===== src/rtl/lsu_mem_ctrl.sv =====
`timescale 1ns/1ps
`default_nettype none
// ============================================================================
//  Module   : lsu_mem_ctrl
//  Purpose  : Load/store initiator between the core execute stage and a
//             byte-addressed 32-bit sram port. Turns RISC-V LB/LH/LW/LBU/LHU/
//             SB/SH/SW requests into sram transactions. Sub-word stores are
//             done as read-modify-write, because the sram always writes the
//             four bytes addr..addr+3. Illegal, misaligned and out-of-range
//             requests are answered with an error and never reach memory.
//  Revision : 1.0  initial release
// ----------------------------------------------------------------------------
//  Ports
//    clk          in   1   clock, all state updates on posedge
//    rst          in   1   asynchronous active-low reset
//    req_valid    in   1   core request present
//    req_ready    out  1   controller can accept a request (IDLE only)
//    req_wr       in   1   1 = store, 0 = load
//    req_funct3   in   3   RISC-V funct3 width/sign code
//    req_addr     in  16   byte address
//    req_wdata    in  32   store data, low bytes significant
//    resp_valid   out  1   one-cycle response pulse
//    resp_rdata   out 32   extended load data; 0 for stores and errors
//    resp_err     out  1   request rejected; qualified by resp_valid
//    mem_enable   out  1   sram enable
//    mem_wr       out  1   sram write
//    mem_addr     out 16   sram byte address
//    mem_wdata    out 32   sram write data
//    mem_rdata    in  32   sram read data {addr+3..addr}, combinational
// ============================================================================
module lsu_mem_ctrl #(
  parameter int unsigned MEM_LIMIT        = 32'd65532,
  parameter bit          ALLOW_MISALIGNED = 1'b0
) (
  input  logic        clk,
  input  logic        rst,
  input  logic        req_valid,
  output logic        req_ready,
  input  logic        req_wr,
  input  logic [2:0]  req_funct3,
  input  logic [15:0] req_addr,
  input  logic [31:0] req_wdata,
  output logic        resp_valid,
  output logic [31:0] resp_rdata,
  output logic        resp_err,
  output logic        mem_enable,
  output logic        mem_wr,
  output logic [15:0] mem_addr,
  output logic [31:0] mem_wdata,
  input  logic [31:0] mem_rdata
);

  // funct3 encodings
  localparam logic [2:0] F3_B  = 3'b000;
  localparam logic [2:0] F3_H  = 3'b001;
  localparam logic [2:0] F3_W  = 3'b010;
  localparam logic [2:0] F3_BU = 3'b100;
  localparam logic [2:0] F3_HU = 3'b101;

  typedef enum logic [2:0] {
    S_IDLE     = 3'd0,
    S_READ     = 3'd1,
    S_RMW_READ = 3'd2,
    S_WRITE    = 3'd3,
    S_RESP     = 3'd4
  } state_e;

  state_e      state_q, state_d;
  logic        wr_q, wr_d;
  logic [2:0]  funct3_q, funct3_d;
  logic [15:0] addr_q, addr_d;
  logic        err_q, err_d;
  // data_q holds store data on accept, the merged word after the RMW read,
  // or the extended load result after READ; one register serves all three.
  logic [31:0] data_q, data_d;

  logic        req_fire;
  logic        req_misaligned;
  logic        req_bad_funct3;
  logic        req_out_of_range;
  logic        req_err;

  // --------------------------------------------------------------------------
  // Load data extraction and sub-word store merge
  // --------------------------------------------------------------------------
  function automatic logic [31:0] load_extend(input logic [2:0] f3,
                                              input logic [31:0] rd);
    logic [31:0] res;
    res = 32'd0;
    case (f3)
      F3_B:    res = {{24{rd[7]}}, rd[7:0]};
      F3_BU:   res = {24'd0, rd[7:0]};
      F3_H:    res = {{16{rd[15]}}, rd[15:0]};
      F3_HU:   res = {16'd0, rd[15:0]};
      F3_W:    res = rd;
      default: res = 32'd0;
    endcase
    return res;
  endfunction

  function automatic logic [31:0] store_merge(input logic [2:0] f3,
                                              input logic [31:0] old,
                                              input logic [31:0] wd);
    logic [31:0] res;
    res = old;
    case (f3)
      F3_B:    res = {old[31:8], wd[7:0]};
      F3_H:    res = {old[31:16], wd[15:0]};
      default: res = wd;
    endcase
    return res;
  endfunction

  // --------------------------------------------------------------------------
  // Request classification (only consumed at the accept edge)
  // --------------------------------------------------------------------------
  always_comb begin
    req_misaligned = 1'b0;
    case (req_funct3)
      F3_H, F3_HU: req_misaligned = req_addr[0];
      F3_W:        req_misaligned = |req_addr[1:0];
      default:     req_misaligned = 1'b0;
    endcase
  end

  // 011/110/111 are never legal; stores have no unsigned variants.
  assign req_bad_funct3   = (req_funct3 == 3'b011) || (req_funct3 == 3'b110) ||
                            (req_funct3 == 3'b111) || (req_wr && req_funct3[2]);
  assign req_out_of_range = (32'(req_addr) >= MEM_LIMIT);
  assign req_err          = req_bad_funct3 || req_out_of_range ||
                            (!ALLOW_MISALIGNED && req_misaligned);

  // Gating with rst keeps req_ready low for the whole reset assertion even
  // though the state register already reads IDLE.
  assign req_ready = (state_q == S_IDLE) && rst;
  assign req_fire  = req_valid && req_ready;

  // --------------------------------------------------------------------------
  // State and request registers
  // --------------------------------------------------------------------------
  always_ff @(posedge clk or negedge rst) begin
    if (!rst) begin
      state_q  <= S_IDLE;
      wr_q     <= 1'b0;
      funct3_q <= 3'd0;
      addr_q   <= 16'd0;
      err_q    <= 1'b0;
      data_q   <= 32'd0;
    end else begin
      state_q  <= state_d;
      wr_q     <= wr_d;
      funct3_q <= funct3_d;
      addr_q   <= addr_d;
      err_q    <= err_d;
      data_q   <= data_d;
    end
  end

  // --------------------------------------------------------------------------
  // Next-state logic
  // --------------------------------------------------------------------------
  always_comb begin
    state_d  = state_q;
    wr_d     = wr_q;
    funct3_d = funct3_q;
    addr_d   = addr_q;
    err_d    = err_q;
    data_d   = data_q;

    case (state_q)
      S_IDLE: begin
        if (req_fire) begin
          wr_d     = req_wr;
          funct3_d = req_funct3;
          addr_d   = req_addr;
          err_d    = req_err;
          // An error response must carry zero data, so drop wdata here.
          data_d   = req_err ? 32'd0 : req_wdata;
          if (req_err)                  state_d = S_RESP;
          else if (!req_wr)             state_d = S_READ;
          else if (req_funct3 == F3_W)  state_d = S_WRITE;
          else                          state_d = S_RMW_READ;
        end
      end
      S_READ: begin
        data_d  = load_extend(funct3_q, mem_rdata);
        state_d = S_RESP;
      end
      S_RMW_READ: begin
        data_d  = store_merge(funct3_q, mem_rdata, data_q);
        state_d = S_WRITE;
      end
      S_WRITE: begin
        state_d = S_RESP;
      end
      S_RESP: begin
        state_d = S_IDLE;
      end
      default: begin
        state_d = S_IDLE;
      end
    endcase
  end

  // --------------------------------------------------------------------------
  // Output decode: purely from registered state and latched request, so the
  // asynchronous reset clears every output without waiting for a clock.
  // --------------------------------------------------------------------------
  always_comb begin
    mem_enable = 1'b0;
    mem_wr     = 1'b0;
    mem_addr   = 16'd0;
    mem_wdata  = 32'd0;
    resp_valid = 1'b0;
    resp_err   = 1'b0;
    resp_rdata = 32'd0;

    case (state_q)
      S_READ, S_RMW_READ: begin
        mem_enable = 1'b1;
        mem_addr   = addr_q;
      end
      S_WRITE: begin
        mem_enable = 1'b1;
        mem_wr     = 1'b1;
        mem_addr   = addr_q;
        mem_wdata  = data_q;
      end
      S_RESP: begin
        resp_valid = 1'b1;
        resp_err   = err_q;
        // Stores leave the merged word in data_q; it must not leak out.
        resp_rdata = (err_q || wr_q) ? 32'd0 : data_q;
      end
      default: begin
      end
    endcase
  end

endmodule
`default_nettype wire


===== config.mk =====
export PLATFORM = sky130hd
export DESIGN_NAME = lsu_mem_ctrl
export DESIGN_NICKNAME = d
export VERILOG_FILES = /design/src/rtl/lsu_mem_ctrl.sv
export SDC_FILE = /design/constraint.sdc
export NUM_CORES = 1
export LEC_CHECK = 0
export ABC_CLOCK_PERIOD_IN_PS = 2750
export CORE_MARGIN = 5
export CORE_UTILIZATION = 41
export DETAILED_ROUTE_END_ITERATION = 6
export PLACE_DENSITY = 0.82
export REMOVE_ABC_BUFFERS = 1
export SLEW_MARGIN = 20
export SYNTH_ARGS = -nofsm -noshare
export SYNTH_HDL_FRONTEND = slang
export SYNTH_SLANG_ARGS = --single-unit

===== constraint.sdc =====
create_clock -name clk -period 2.75 [get_ports clk]
set_clock_uncertainty 0.2 [all_clocks]
set_input_delay 0.825 -clock clk [delete_from_list [all_inputs] [get_ports clk]]
set_output_delay 0.825 -clock clk [all_outputs]
set_load 0.02 [all_outputs]

==> run_results.csv <==
group,metric,value,unit
yosys,synth_edf_count,0,
power,p_leak,2.330,nW
layout,mostFrequentLayoutCells,"and2_1, clkdlybuf4s50_1, dfrtp_1, buf_6, clkdlybuf4s15_2",
layout,n_fill_cell,658,
place,dp_worst_setup_slack,-179.5,ps
drt,wl_per_cell,17.99,um
global_route,grt_pass1_wl,17420,um
drt,via_per_inst,5.433,
critical_path,r2r_setup_slack,430,ps
place,postPlaceCellArea,5419,sq um
drt,wl,11100,um
layout,nets,598,
yosys,ys_warn_count,0,
layout,drive_gt1_frac,0.3262,
outcome,run_status,"finished with violations",
drt,drt_iter0_drc,98,
power,power_density,752.2,nW/um^2
clock_network,clock_latency,320,ps
floorplanning,die_w,101.3,um
yosys,postSynth.asyncResetShare,1.000,
run,maxCapViolations,0,
global_route,grt_pass1_vias,3470,
place,gp_congestion,0.8069,
critical_path,start_kind,"flop",
yosys,avgSynthCellArea,10.32,sq um
sta,period_share,1.009,
clock_network,cts_hold_buf,0,
floorplanning,initial_utilization,0.4177,
sta,fmax,360.3,MHz
yosys,ys_seq_area_frac,0.4104,
layout,syn2layout_area_growth,61.08,%
sta,setup_viol,37,
yosys,syn_inst,331,
drt,drc_errors,0,
layout,multi_input_area,1927,sq um
clock_network,clkSinkCount,56,
yosys,yosysUniqueCellTypes,42,
outcome,violations,"setup timing",
critical_path,worst-path-max-fanout,27,
drt,first_pass_iters,4,
global_route,grt_max_degree,43,
clock_network,numCtsBuffers,5,
layout,register_area,1403,sq um
sta,finalHoldViolations,0,
clock_network,clkTransAtPathRegs,120,ps
sta,fin_ws,-25.65,ps
yosys,synth-seq-cells,56,
yosys,dominantRegCellSynth,"dfrtp_1",
global_route,antenna_found_initial,0,
floorplanning,num_io_pins,172,
sta,tightest_slew,842.1,ps
sta,slew_viol_final,0,
place,io_buffers,171,
clock_network,cts_tree,"yes",
sta,fin_crit,2776,ps
worst_hold_path,min_path_type,"in2async",
place,post-dp-hpwl,8126,um
layout,antenna_cells,0,
sta,finalSetupTns,-303.2,ps
clock_network,clock-root-buffer,"clkbuf_8",
layout,final_common_cell,"and2_1",
power,ir_worst_vdd,0.0004000,V
floorplanning,coreArea,8175,sq um
critical_path,cp.arrival,1750,ps
critical_path,r2r_end,"data_q[25]$_DFFE_PN0P_",
floorplanning,die_h,101.3,um
critical_path,r2r-start,"state_q[1]$_DFFE_PN0P_",
floorplanning,fp-row-count,33,
critical_path,crit_path_end_kind,"output pin",
critical_path,crit_required,1730,ps
clock_network,cts.htree.levels,2,
floorplanning,dieArea,10250,sq um
clock_network,cts_buffer_depth,2,
drt,vias,3352,
global_route,grt_overflow,0,
sta,rsz0062_at_grt,"yes",
layout,stdcell_area,5500,sq um
global_route,grt_usage,0.2125,
drt,postRouteAntennaNets,0,
sta,slew_headroom,0.4324,
yosys,netlist_area,3415,sq um
critical_path,critical_path_class,"reg2out",
critical_path,ff2ff_path_depth,6,
-- synthesized netlist by cell type (2+ instances only) --
cell | number | area share
a21oi_1 | 2 | 0.0029
a22o_1 | 8 | 0.021
a31o_2 | 8 | 0.021
and2_1 | 107 | 0.20
buf_2 | 11 | 0.016
clkbuf_1 | 12 | 0.013
dfrtp_1 | 56 | 0.41
inv_1 | 2 | 0.0022
mux2_2 | 20 | 0.066
nand2_1 | 8 | 0.0088
nand2b_1 | 3 | 0.0055
nand4_1 | 3 | 0.0055
nor2_1 | 10 | 0.011
nor3_1 | 4 | 0.0059
nor4b_1 | 24 | 0.062
o21a_1 | 2 | 0.0044
o21ai_0 | 2 | 0.0029
o32a_1 | 24 | 0.070
o41ai_2 | 2 | 0.0095
-- layer usage --
layer | track usage | part of all wire | routed length [um] | vias to the layer above
li1 | - | - | - | 1564
met1 | 0.2452 | 0.38 | 4258 | 1660
met2 | 0.4029 | 0.54 | 6023 | 117
met3 | 0.03994 | 0.062 | 687 | 11
met4 | 0.04908 | 0.011 | 127 | 0
met5 | 0 | 0 | 0 | -
-- through the flow --
step	util	std cells	power, mW	hold WS (ps)
2_1_floorplan	-	306	2.755	270.6
3_3_place_gp	0.6615	606	3.601	280.3
3_5_place_dp	0.6628	606	3.708	286.4
4_1_cts	0.6801	614	4.170	272.4
5_1_grt	0.6728	617	4.417	275.1
6_report	0.6728	617	4.137	276.6
-- worst max-delay path, stage by stage (launching register included) --
cell,delay [ps]
dfrtp_1,380
buf_4,190
nand2_1,120
nor2_4,140
buf_12,180
and2_1,160
clkdlybuf4s15_2,260
-- state kept, by name (all words and copies together) (netlist names) --
name,flops
addr_q,16
state_q,3
wr_q,1
data_q,32
funct3_q,3
err_q,1
-- where the power goes --
| part | total (mW) | internal [mW] | switching, mW |
|---|---|---|---|
| clock network | 0.508 | 0.193 | 0.314 |
| logic | 2.11 | 1.11 | 0.998 |
| registers | 1.52 | 1.23 | 0.284 |
-- layout make-up --
class | count | area share
inverter | 2 | 0.001365
sequential | 56 | 0.2550
clock inverter | 3 | 0.005232
tap | 105 | 0.02389
clock buffer | 5 | 0.01251
multi-input combinational | 248 | 0.3503
timing repair buffer | 198 | 0.3517
-- timing repair --
action / in CTS / in global routing
resized for setup: 305 / 43
setup endpoints to repair: 85 / 82
buffers inserted: 0 / 3
-- worst max-delay path by stage --
| stage | start | to | slack, ps | cells past startpoint |
|---|---|---|---|---|
| floorplan | req_addr[13] | data_q[0]$_DFFE_PN0P_ | -1320 | 4 |
| global placement | state_q[0]$_DFFE_PN0P_ | resp_rdata[29] | -70 | 6 |
| detailed placement | state_q[0]$_DFFE_PN0P_ | resp_rdata[7] | -180 | 6 |
| CTS | state_q[0]$_DFFE_PN0P_ | resp_rdata[7] | -70 | 6 |
| global route | state_q[0]$_DFFE_PN0P_ | mem_wdata[9] | -140 | 6 |
| finish | state_q[0]$_DFFE_PN0P_ | mem_wdata[16] | -30 | 6 |
-- kinds of logic after synthesis --
| family | Yosys count | synth area share |
|---|---|---|
| and+or+nand+nor | 168 | 0.3166 |
| AOI/OAI and AO/OA | 58 | 0.1645 |
| DFF | 56 | 0.4104 |
| buffers and inverters | 27 | 0.03701 |
| muxes | 21 | 0.06889 |
| xor gates and xnor gates | 1 | 0.002566 |
Note: power is estimated with default switching activity, not from simulation.
